File: src/rtl/mdu_issue_ctrl_pkg.sv
// rtl/mdu_issue_ctrl_pkg.sv - shared types for the MDU issue controller and its request FIFO
package mdu_issue_ctrl_pkg;

  typedef logic [31:0] reg_data_t;

  typedef enum logic [4:0] {
    ALU_ADD, ALU_SUB, ALU_AND, ALU_OR, ALU_XOR, ALU_SLL, ALU_SRL, ALU_SRA,
    ALU_SLT, ALU_SLTU, ALU_MUL, ALU_MULH, ALU_MULHSU, ALU_MULHU,
    ALU_DIV, ALU_DIVU, ALU_REM, ALU_REMU
  } decode_alu_op_t;

  typedef struct packed {
    decode_alu_op_t op;
    logic           w32;
    reg_data_t      src1;
    reg_data_t      src2;
    logic [4:0]     tag;
  } mdu_req_t;

  typedef enum logic [1:0] {
    ST_IDLE, ST_BUSY, ST_DRAIN, ST_HOLD
  } mdu_state_t;

endpackage

File: src/rtl/mdu_issue_ctrl_fifo.sv
// rtl/mdu_issue_ctrl_fifo.sv - pending-request FIFO (mdu_req_fifo), read-before-write when full
module mdu_req_fifo
  import mdu_issue_ctrl_pkg::*;
#(
  parameter int DEPTH = 2
) (
  input  logic     i_clk,
  input  logic     i_rst_n,
  input  logic     i_clr,
  input  logic     i_push,
  input  mdu_req_t i_data,
  input  logic     i_pop,
  output mdu_req_t o_data,
  output logic     o_full,
  output logic     o_empty
);

  localparam int AW = $clog2(DEPTH);

  mdu_req_t    mem [DEPTH];
  logic [AW:0] wr_ptr;
  logic [AW:0] rd_ptr;
  logic        do_push;
  logic        do_pop;

  // Extra pointer bit distinguishes full from empty when the indices coincide.
  assign o_empty = (wr_ptr == rd_ptr);
  assign o_full  = (wr_ptr[AW-1:0] == rd_ptr[AW-1:0]) && (wr_ptr[AW] != rd_ptr[AW]);
  assign do_pop  = i_pop & ~o_empty;
  assign do_push = i_push & (~o_full | do_pop);
  assign o_data  = mem[rd_ptr[AW-1:0]];

  always_ff @(posedge i_clk) begin
    if (!i_rst_n || i_clr) begin
      wr_ptr <= '0;
      rd_ptr <= '0;
    end else begin
      if (do_push) wr_ptr <= wr_ptr + (AW+1)'(1);
      if (do_pop)  rd_ptr <= rd_ptr + (AW+1)'(1);
    end
  end

  always_ff @(posedge i_clk) begin
    if (do_push) mem[wr_ptr[AW-1:0]] <= i_data;
  end

endmodule

File: src/rtl/mdu_issue_ctrl.sv
// rtl/mdu_issue_ctrl.sv - MDU issue/writeback sequencer; optional result cache via MDU_RESULT_CACHE_EN
module mdu_issue_ctrl
  import mdu_issue_ctrl_pkg::*;
#(
  parameter int DEPTH = 2
) (
  input  logic           i_clk,
  input  logic           i_rst_n,
  input  logic           i_flush,
  input  logic           i_req_valid,
  output logic           o_req_ready,
  input  decode_alu_op_t i_req_op,
  input  logic           i_req_w32,
  input  reg_data_t      i_req_src1,
  input  reg_data_t      i_req_src2,
  input  logic [4:0]     i_req_tag,
  output logic           o_mdu_e,
  output decode_alu_op_t o_mdu_op,
  output logic           o_mdu_w32,
  output reg_data_t      o_mdu_src1,
  output reg_data_t      o_mdu_src2,
  output logic           o_mdu_flush,
  output logic           o_mdu_stall,
  input  logic           i_mdu_valid,
  input  reg_data_t      i_mdu_dest,
  output logic           o_wb_valid,
  output logic [4:0]     o_wb_tag,
  output reg_data_t      o_wb_data,
  input  logic           i_wb_ready
);

  mdu_state_t state, state_nxt;
  mdu_req_t   req_in, head, lat;
  logic       fifo_full, fifo_empty, push, pop;
  logic       capture, hit_load, cache_hit;
  reg_data_t  cache_res;
  logic       res_valid;
  logic [4:0] res_tag;
  reg_data_t  res_data;

  assign req_in = '{op: i_req_op, w32: i_req_w32, src1: i_req_src1, src2: i_req_src2, tag: i_req_tag};
  assign push   = i_req_valid & o_req_ready & ~i_flush;

  mdu_req_fifo #(.DEPTH(DEPTH)) u_fifo (
    .i_clk   (i_clk),
    .i_rst_n (i_rst_n),
    .i_clr   (i_flush),
    .i_push  (push),
    .i_data  (req_in),
    .i_pop   (pop),
    .o_data  (head),
    .o_full  (fifo_full),
    .o_empty (fifo_empty)
  );

`ifdef MDU_RESULT_CACHE_EN
  logic           cache_valid;
  decode_alu_op_t cache_op;
  logic           cache_w32;
  reg_data_t      cache_src1, cache_src2;

  assign cache_hit = cache_valid && (head.op == cache_op) && (head.w32 == cache_w32) &&
                     (head.src1 == cache_src1) && (head.src2 == cache_src2);

  always_ff @(posedge i_clk) begin
    if (!i_rst_n || i_flush) begin
      cache_valid <= 1'b0;
    end else if (capture) begin
      cache_valid <= 1'b1;
      cache_op    <= lat.op;
      cache_w32   <= lat.w32;
      cache_src1  <= lat.src1;
      cache_src2  <= lat.src2;
      cache_res   <= i_mdu_dest;
    end
  end
`else
  assign cache_hit = 1'b0;
  assign cache_res = '0;
`endif

  // Issue only when the result register is free, so a capture never overwrites an unread result.
  always_comb begin
    state_nxt = state;
    pop       = 1'b0;
    capture   = 1'b0;
    hit_load  = 1'b0;
    case (state)
      ST_IDLE: begin
        if (!fifo_empty && !res_valid) begin
          pop = 1'b1;
          if (cache_hit) hit_load = 1'b1;
          else           state_nxt = ST_BUSY;
        end
      end
      ST_BUSY: begin
        if (i_mdu_valid) begin
          capture   = 1'b1;
          state_nxt = ST_DRAIN;
        end
      end
      ST_DRAIN: state_nxt = res_valid ? ST_HOLD : ST_IDLE;
      ST_HOLD:  if (!res_valid) state_nxt = ST_IDLE;
      default:  state_nxt = ST_IDLE;
    endcase
  end

  always_ff @(posedge i_clk) begin
    if (!i_rst_n || i_flush) state <= ST_IDLE;
    else                     state <= state_nxt;
  end

  always_ff @(posedge i_clk) begin
    if (!i_rst_n)                          lat <= '0;
    else if (pop && !hit_load && !i_flush) lat <= head;
  end

  always_ff @(posedge i_clk) begin
    if (!i_rst_n) begin
      res_valid <= 1'b0;
      res_tag   <= '0;
      res_data  <= '0;
    end else if (i_flush) begin
      res_valid <= 1'b0;
    end else if (capture) begin
      res_valid <= 1'b1;
      res_tag   <= lat.tag;
      res_data  <= i_mdu_dest;
    end else if (hit_load) begin
      res_valid <= 1'b1;
      res_tag   <= head.tag;
      res_data  <= cache_res;
    end else if (i_wb_ready) begin
      res_valid <= 1'b0;
    end
  end

  assign o_req_ready = ~fifo_full;
  assign o_mdu_e     = (state == ST_BUSY);
  assign o_mdu_op    = lat.op;
  assign o_mdu_w32   = lat.w32;
  assign o_mdu_src1  = lat.src1;
  assign o_mdu_src2  = lat.src2;
  assign o_mdu_flush = i_flush;
  assign o_mdu_stall = res_valid & ~i_wb_ready;
  assign o_wb_valid  = res_valid;
  assign o_wb_tag    = res_tag;
  assign o_wb_data   = res_data;

endmodule

File: config.mk
export PLATFORM = sky130hd
export DESIGN_NAME = mdu_issue_ctrl
export DESIGN_NICKNAME = d
export VERILOG_FILES = /design/src/rtl/mdu_issue_ctrl_pkg.sv /design/src/rtl/mdu_issue_ctrl_fifo.sv /design/src/rtl/mdu_issue_ctrl.sv
export SDC_FILE = /design/constraint.sdc
export NUM_CORES = 1
export LEC_CHECK = 0
export ABC_AREA = 1
export ABC_CLOCK_PERIOD_IN_PS = 5800
export CORE_MARGIN = 3
export CORE_UTILIZATION = 45
export CTS_CLUSTER_SIZE = 16
export DETAILED_ROUTE_END_ITERATION = 16
export PLACE_DENSITY = 0.73
export SYNTH_ARGS = -nofsm -noshare
export SYNTH_HDL_FRONTEND = slang
export SYNTH_HIERARCHICAL = 1
export SYNTH_SLANG_ARGS = --single-unit
File: constraint.sdc
create_clock -name i_clk -period 5.8 [get_ports i_clk]
set_input_delay 1.45 -clock i_clk [delete_from_list [all_inputs] [get_ports i_clk]]
set_output_delay 1.45 -clock i_clk [all_outputs]
set_load 0.01 [all_outputs]
======== Word level (Yosys, flattened, before mapping) ========
Memory sizes are Yosys's and may differ from the RTL's. A register that Yosys moved wholly into a read port is not among the register bits.
Cells that the tools add are included.
storage, ports and cells
  logic and storage cells ................. 58
  output and inout bits ................... 112
  register bits after elaboration ......... 44
  memory bits (writable) .................. 150
  input port bits ......................... 113
  memories kept ........................... 1
cells by class
  eq/ne operators ......................... 9
  add/sub/neg operators ................... 2
  multiplexer cells ....................... 15
  reduce and logical (&&, ||, !) cells .... 14
  bitwise operators ....................... 11
memories
  memory      words  width  read ports  clocked after memory_dff  wr ports  line                       text
  u_fifo.mem  2      75     1           1                         1         mdu_issue_ctrl_fifo.sv:20  mdu_req_t mem [DEPTH];
operators by type and width
  kind                 number
  $mux 32              1
  $mux 1               8
  $mux 2               4
  $pmux 2 s4           1
  $and 1x1->1          5
  $logic_not 1->1      5
  $mux 5               1
  $not 1->1            5
  $add 2x1->2 const B  2
  $eq 2x2->1 const B   2
  $ne 2x2->1 const B   2
  $logic_and 1x1->1    3
  $reduce_and 3->1     1
  $eq 2x1->1 const B   1
  $eq 2x2->1           1
  $logic_not 2->1      1
  $ne 2x1->1 const B   1
  $reduce_and 2->1     1
  $reduce_bool 2->1    1
  $reduce_or 2->1      1
  $eq 1x1->1           1
  $logic_or 1x1->1     1
  $ne 1x1->1           1
  $or 1x1->1           1

======== Longest topological paths before layout ========
  depth after elaboration ................. 10
  mapped depth ............................ 14

======== By module ========
The synthesis kept the hierarchy.
by module, submodules not included
  module          instances  area each (µm²)  cells each
  mdu_issue_ctrl  1          6164.7           975
  mdu_req_fifo    1          5903.2           281

======== Least setup slack after synthesis ========
Ideal clock, no wire load.
  kind .................................... input port to flip-flop
  start point ............................. in i_flush
  end point ............................... mem u_fifo/mem[0][0] (netlist bit), enable pin
  stages .................................. 6
  path buffers ............................ 1
  arrival ................................. 5224 ps
  library setup time ...................... 509 ps
  data required time ...................... 5291 ps
  path slack .............................. 67 ps
  path through ............................ inv_2 clkbuf_1 nand2_1 nor2_1 nand2_1 nor2_1
on the way
  word-level cells in the longest chain between the ends .. 5
ends and longest elaborated chain
  item                          line                       text
  start: declaration            mdu_issue_ctrl.sv:9        input logic i_flush,
  $not 1->1 (no line)           n/a
  $and 1x1->1                   mdu_issue_ctrl.sv:42       assign push = i_req_valid & o_req_ready & ~i_flush;
  named net push                mdu_issue_ctrl.sv:34       logic fifo_full, fifo_empty, push, pop;
  $and 1x1->1                   mdu_issue_ctrl_fifo.sv:30  assign do_push = i_push & (~o_full | do_pop);
  $mux 1                        mdu_issue_ctrl_fifo.sv:44  if (do_push) mem[wr_ptr[AW-1:0]] <= i_data;
  $mux 1 (not written as such)  mdu_issue_ctrl_fifo.sv:44
  end: declaration              mdu_issue_ctrl_fifo.sv:20
The timed path passes the listed nets, and every way through them passes these cells.

======== Final worst setup path ========
  start point ............................. in i_wb_ready
  end point ............................... out o_mdu_stall
on the way
  word-level cells in the longest chain between the ends .. 2
ends and longest elaborated chain
  item                line                   text
  start: declaration  mdu_issue_ctrl.sv:29   input logic i_wb_ready
  $not 1->1           mdu_issue_ctrl.sv:145  assign o_mdu_stall = res_valid & ~i_wb_ready;
  $and 1x1->1         mdu_issue_ctrl.sv:145
  end: declaration    mdu_issue_ctrl.sv:23   output logic o_mdu_stall,
Every way passes these cells.

==> flow_metrics.tcl <==
set metrics [dict create \
    slew_headroom_pct 35.2 \
    setup-violations-final 0 \
    p_leak_nw 6.25 \
    min_period_ns 4.17 \
    path_class "in -> out" \
    hold_viol_final 0 \
    swShare_pct 20.3 \
    yosysWarningCount 6 \
    synth-seq-cells 270 \
    critPathMaxFanout 2 \
    worst_pin_slew_ns 0.973 \
    cts_setup_buffers 0 \
    rows 59 \
    cts_inserted_buffers 28 \
    ff_latch_area_um2 6910 \
    maxCapViolations 0 \
    ir_drop_mv 0.157 \
    synth_cell_types 24 \
    clk_path_buf_depth 3 \
    crit-reg2reg-launch "u_fifo/wr_ptr[0]$_SDFFE_PP0P_" \
    holdBufCountCts 0 \
    p_total_mw 4.46 \
    min-delay-start "o_wb_tag[3]$_SDFFE_PN0P_" \
    tritoncts "done" \
    multi_input_area_um2 3270 \
    synth_cells 1256 \
    grt_pass1_wl_um 40700 \
    avgSynthCellArea_um2 9.61 \
    synth_area_um2 12100 \
    fillers 2238 \
    ant_nets 0 \
    final_layout_size_suffix_gt1_share_pct 12.6 \
    cp-end-kind "primary output" \
    cts.clk_slew.worst_paths_ns 0.06 \
    seqPwrFrac_pct 46.9 \
    setup.worst_path.start "i_wb_ready" \
    core_region_area_um2 26200 \
    nets 1494 \
    crit_arrival_ns 2.72 \
    status "finished clean" \
    drc_errors 0 \
    totalWireLength_um 25700 \
    initial_utilization_pct 46.0 \
    die_h_um 170 \
    antenna_found_initial 1 \
    tns_ns 0 \
    p_clk_share_pct 45.9 \
    io_buffers 224 \
    via_count 8069 \
    fmax_mhz 240 \
    dieArea_um2 28800 \
    drtIter0Drc 372 \
    via_per_inst 4.64 \
    clock-sinks 270 \
    netlist.top_cell.by_area "edfxtp_1" \
    synth_nets 1369 \
    cts_max_level 1 \
    synth_top_area_share_pct 37.3 \
    grt_pass1_vias 8119 \
    cp-start-kind "input pin" \
    gp_congestion 0.793 \
    ioPinCount 225 \
    grt_max_degree 86 \
    grt_setup_unrepaired "false" \
    clkLatencyLatePin_ns 0.53 \
    routedWlPerCell_um 14.8 \
    grt_overflow 0 \
    firstDrtPassIters 5 \
    dp_hpwl_um 15800 \
    skew_ns 0.0116 \
    slew_violations 0 \
    yosys-top-cells-area "edfxtp_1 (37%), dfxtp_1 (20%), inv_1 (7.4%), nand2_1 (6.5%), mux2_4 (6.2%)" \
    syn_to_final_growth_pct 24.6 \
    dieWidth_um 170 \
    reg2reg_slack_ns 2.65 \
    cts-root-buf "clkbuf_16" \
    p_int_mw 3.55 \
    grt_use_total_pct 17.4 \
    hp-class "reg -> reg" \
    ctsResizeCount 0 \
    period_share_pct 71.9 \
    crit_required_ns 4.35 \
    switchingPower_mw 0.904 \
    yosysSeqAreaShare_pct 57.2 \
    combinationalPowerShare_pct 7.2 \
    power.density_nw_per_um2 296 \
]
==> metal layers <==
metal	wire [µm]	track usage, %	part of all wire [%]
met1	10800	20.9	42
met2	12800	31.3	50
met3	1450	3.40	5.6
met5	0	0	0
met4	708	6.15	2.8
==> cell type report <==
class,count,share of cell area (%)
tap,335,2.79
timing repair buffer,233,15.5
multi-input combinational,573,21.7
clock inverter,18,2.10
antenna,1,0.0166
inverter,275,6.89
clock buffer,34,5.02
sequential,270,46.0
==> state kept, by name, indices dropped and copies added (netlist names), named ones only <==
| name | cells |
|---|---|
| u_fifo/mem | 150 |
| o_mdu_src1 | 32 |
| o_mdu_src2 | 32 |
| o_wb_data | 32 |
| lat | 5 |
| o_mdu_op | 5 |
| o_wb_tag | 5 |
| state | 2 |
| u_fifo/rd_ptr | 2 |
| u_fifo/wr_ptr | 2 |
| o_mdu_w32 | 1 |
| o_wb_valid | 1 |
==> power groups by stage <==
| stage | logic, mW | clock network (mW) | registers, mW |
|---|---|---|---|
| finish | 0.321 | 2.05 | 2.09 |
| global route | 0.356 | 2.17 | 2.09 |
| global placement | 0.317 | 0 | 2.13 |
| CTS | 0.325 | 2.09 | 2.09 |
| detailed placement | 0.322 | 0 | 2.13 |
| floorplan | 0.185 | 0 | 2.13 |
==> path summary, 6_finish.rpt <==
check	cells after the start	end
hold reg to reg	2	o_wb_tag[3]$_SDFFE_PN0P_
hold / removal	2	o_wb_tag[3]$_SDFFE_PN0P_
setup reg to reg	11	o_mdu_src2[29]$_SDFFE_PN0P_
setup / recovery	4	o_mdu_stall
==> worst max-delay path, cell delays in order <==
cell and delay, ns:
clkdlybuf4s50_1 0.39, or2_2 0.30, inv_1 0.06, clkdlybuf4s50_1 0.52
==> through the flow <==
stage / cells / util (%) / hold WS (ns) / area [µm²] / setup slack (ns)
after floorplan: 1256 / - / 0.486 / 12100 / 0.0668
after global placement: 1686 / 53.3 / 0.460 / 14000 / 1.61
after detailed placement: 1686 / 53.3 / 0.471 / 14000 / 1.60
after global routing: 1739 / 57.4 / 0.508 / 15000 / 1.56
after CTS: 1738 / 57.4 / 0.484 / 15000 / 1.63
final: 1739 / 57.4 / 0.479 / 15000 / 1.63
==> cell families after synthesis <==
family	count (synthesis)	synth area share (%)
compound gates	9	0.394
xor+xnor	1	0.0726
buf+inv	413	16.0
flops	270	57.2
mux	75	8.55
simple gates	488	17.8
==> cell usage after synthesis <==
cell	n
a21oi_1	8
buf_4	71
dfxtp_1	120
mux2_4	50
inv_1	238
nor3_1	1
inv_2	37
clkbuf_1	18
buf_6	11
nand3_1	5
nand3_2	1
buf_1	16
mux2_2	25
nand4_1	112
nor2_2	2
xor2_1	1
nor2_1	155
edfxtp_1	150
nand2_2	2
o21bai_1	1
or2_2	1
nor2_4	1
buf_2	22
nand2_1	208
==> layout by cell type, fill, tap and decap left out, drive strengths merged <==
| cell | n |
|---|---|
| a21oi | 8 |
| buf | 10 |
| bufinv | 9 |
| clkbuf | 34 |
| clkdlybuf4s50 | 223 |
| clkinv | 9 |
| clkinvlp | 1 |
| dfxtp | 120 |
| diode | 1 |
| edfxtp | 150 |
| inv | 274 |
| mux2 | 75 |
| nand2 | 210 |
| nand3 | 6 |
| nand4 | 112 |
| nor2 | 158 |
| nor3 | 1 |
| o21bai | 1 |
| or2 | 1 |
| xor2 | 1 |
Power figures use the tool's default switching activity.
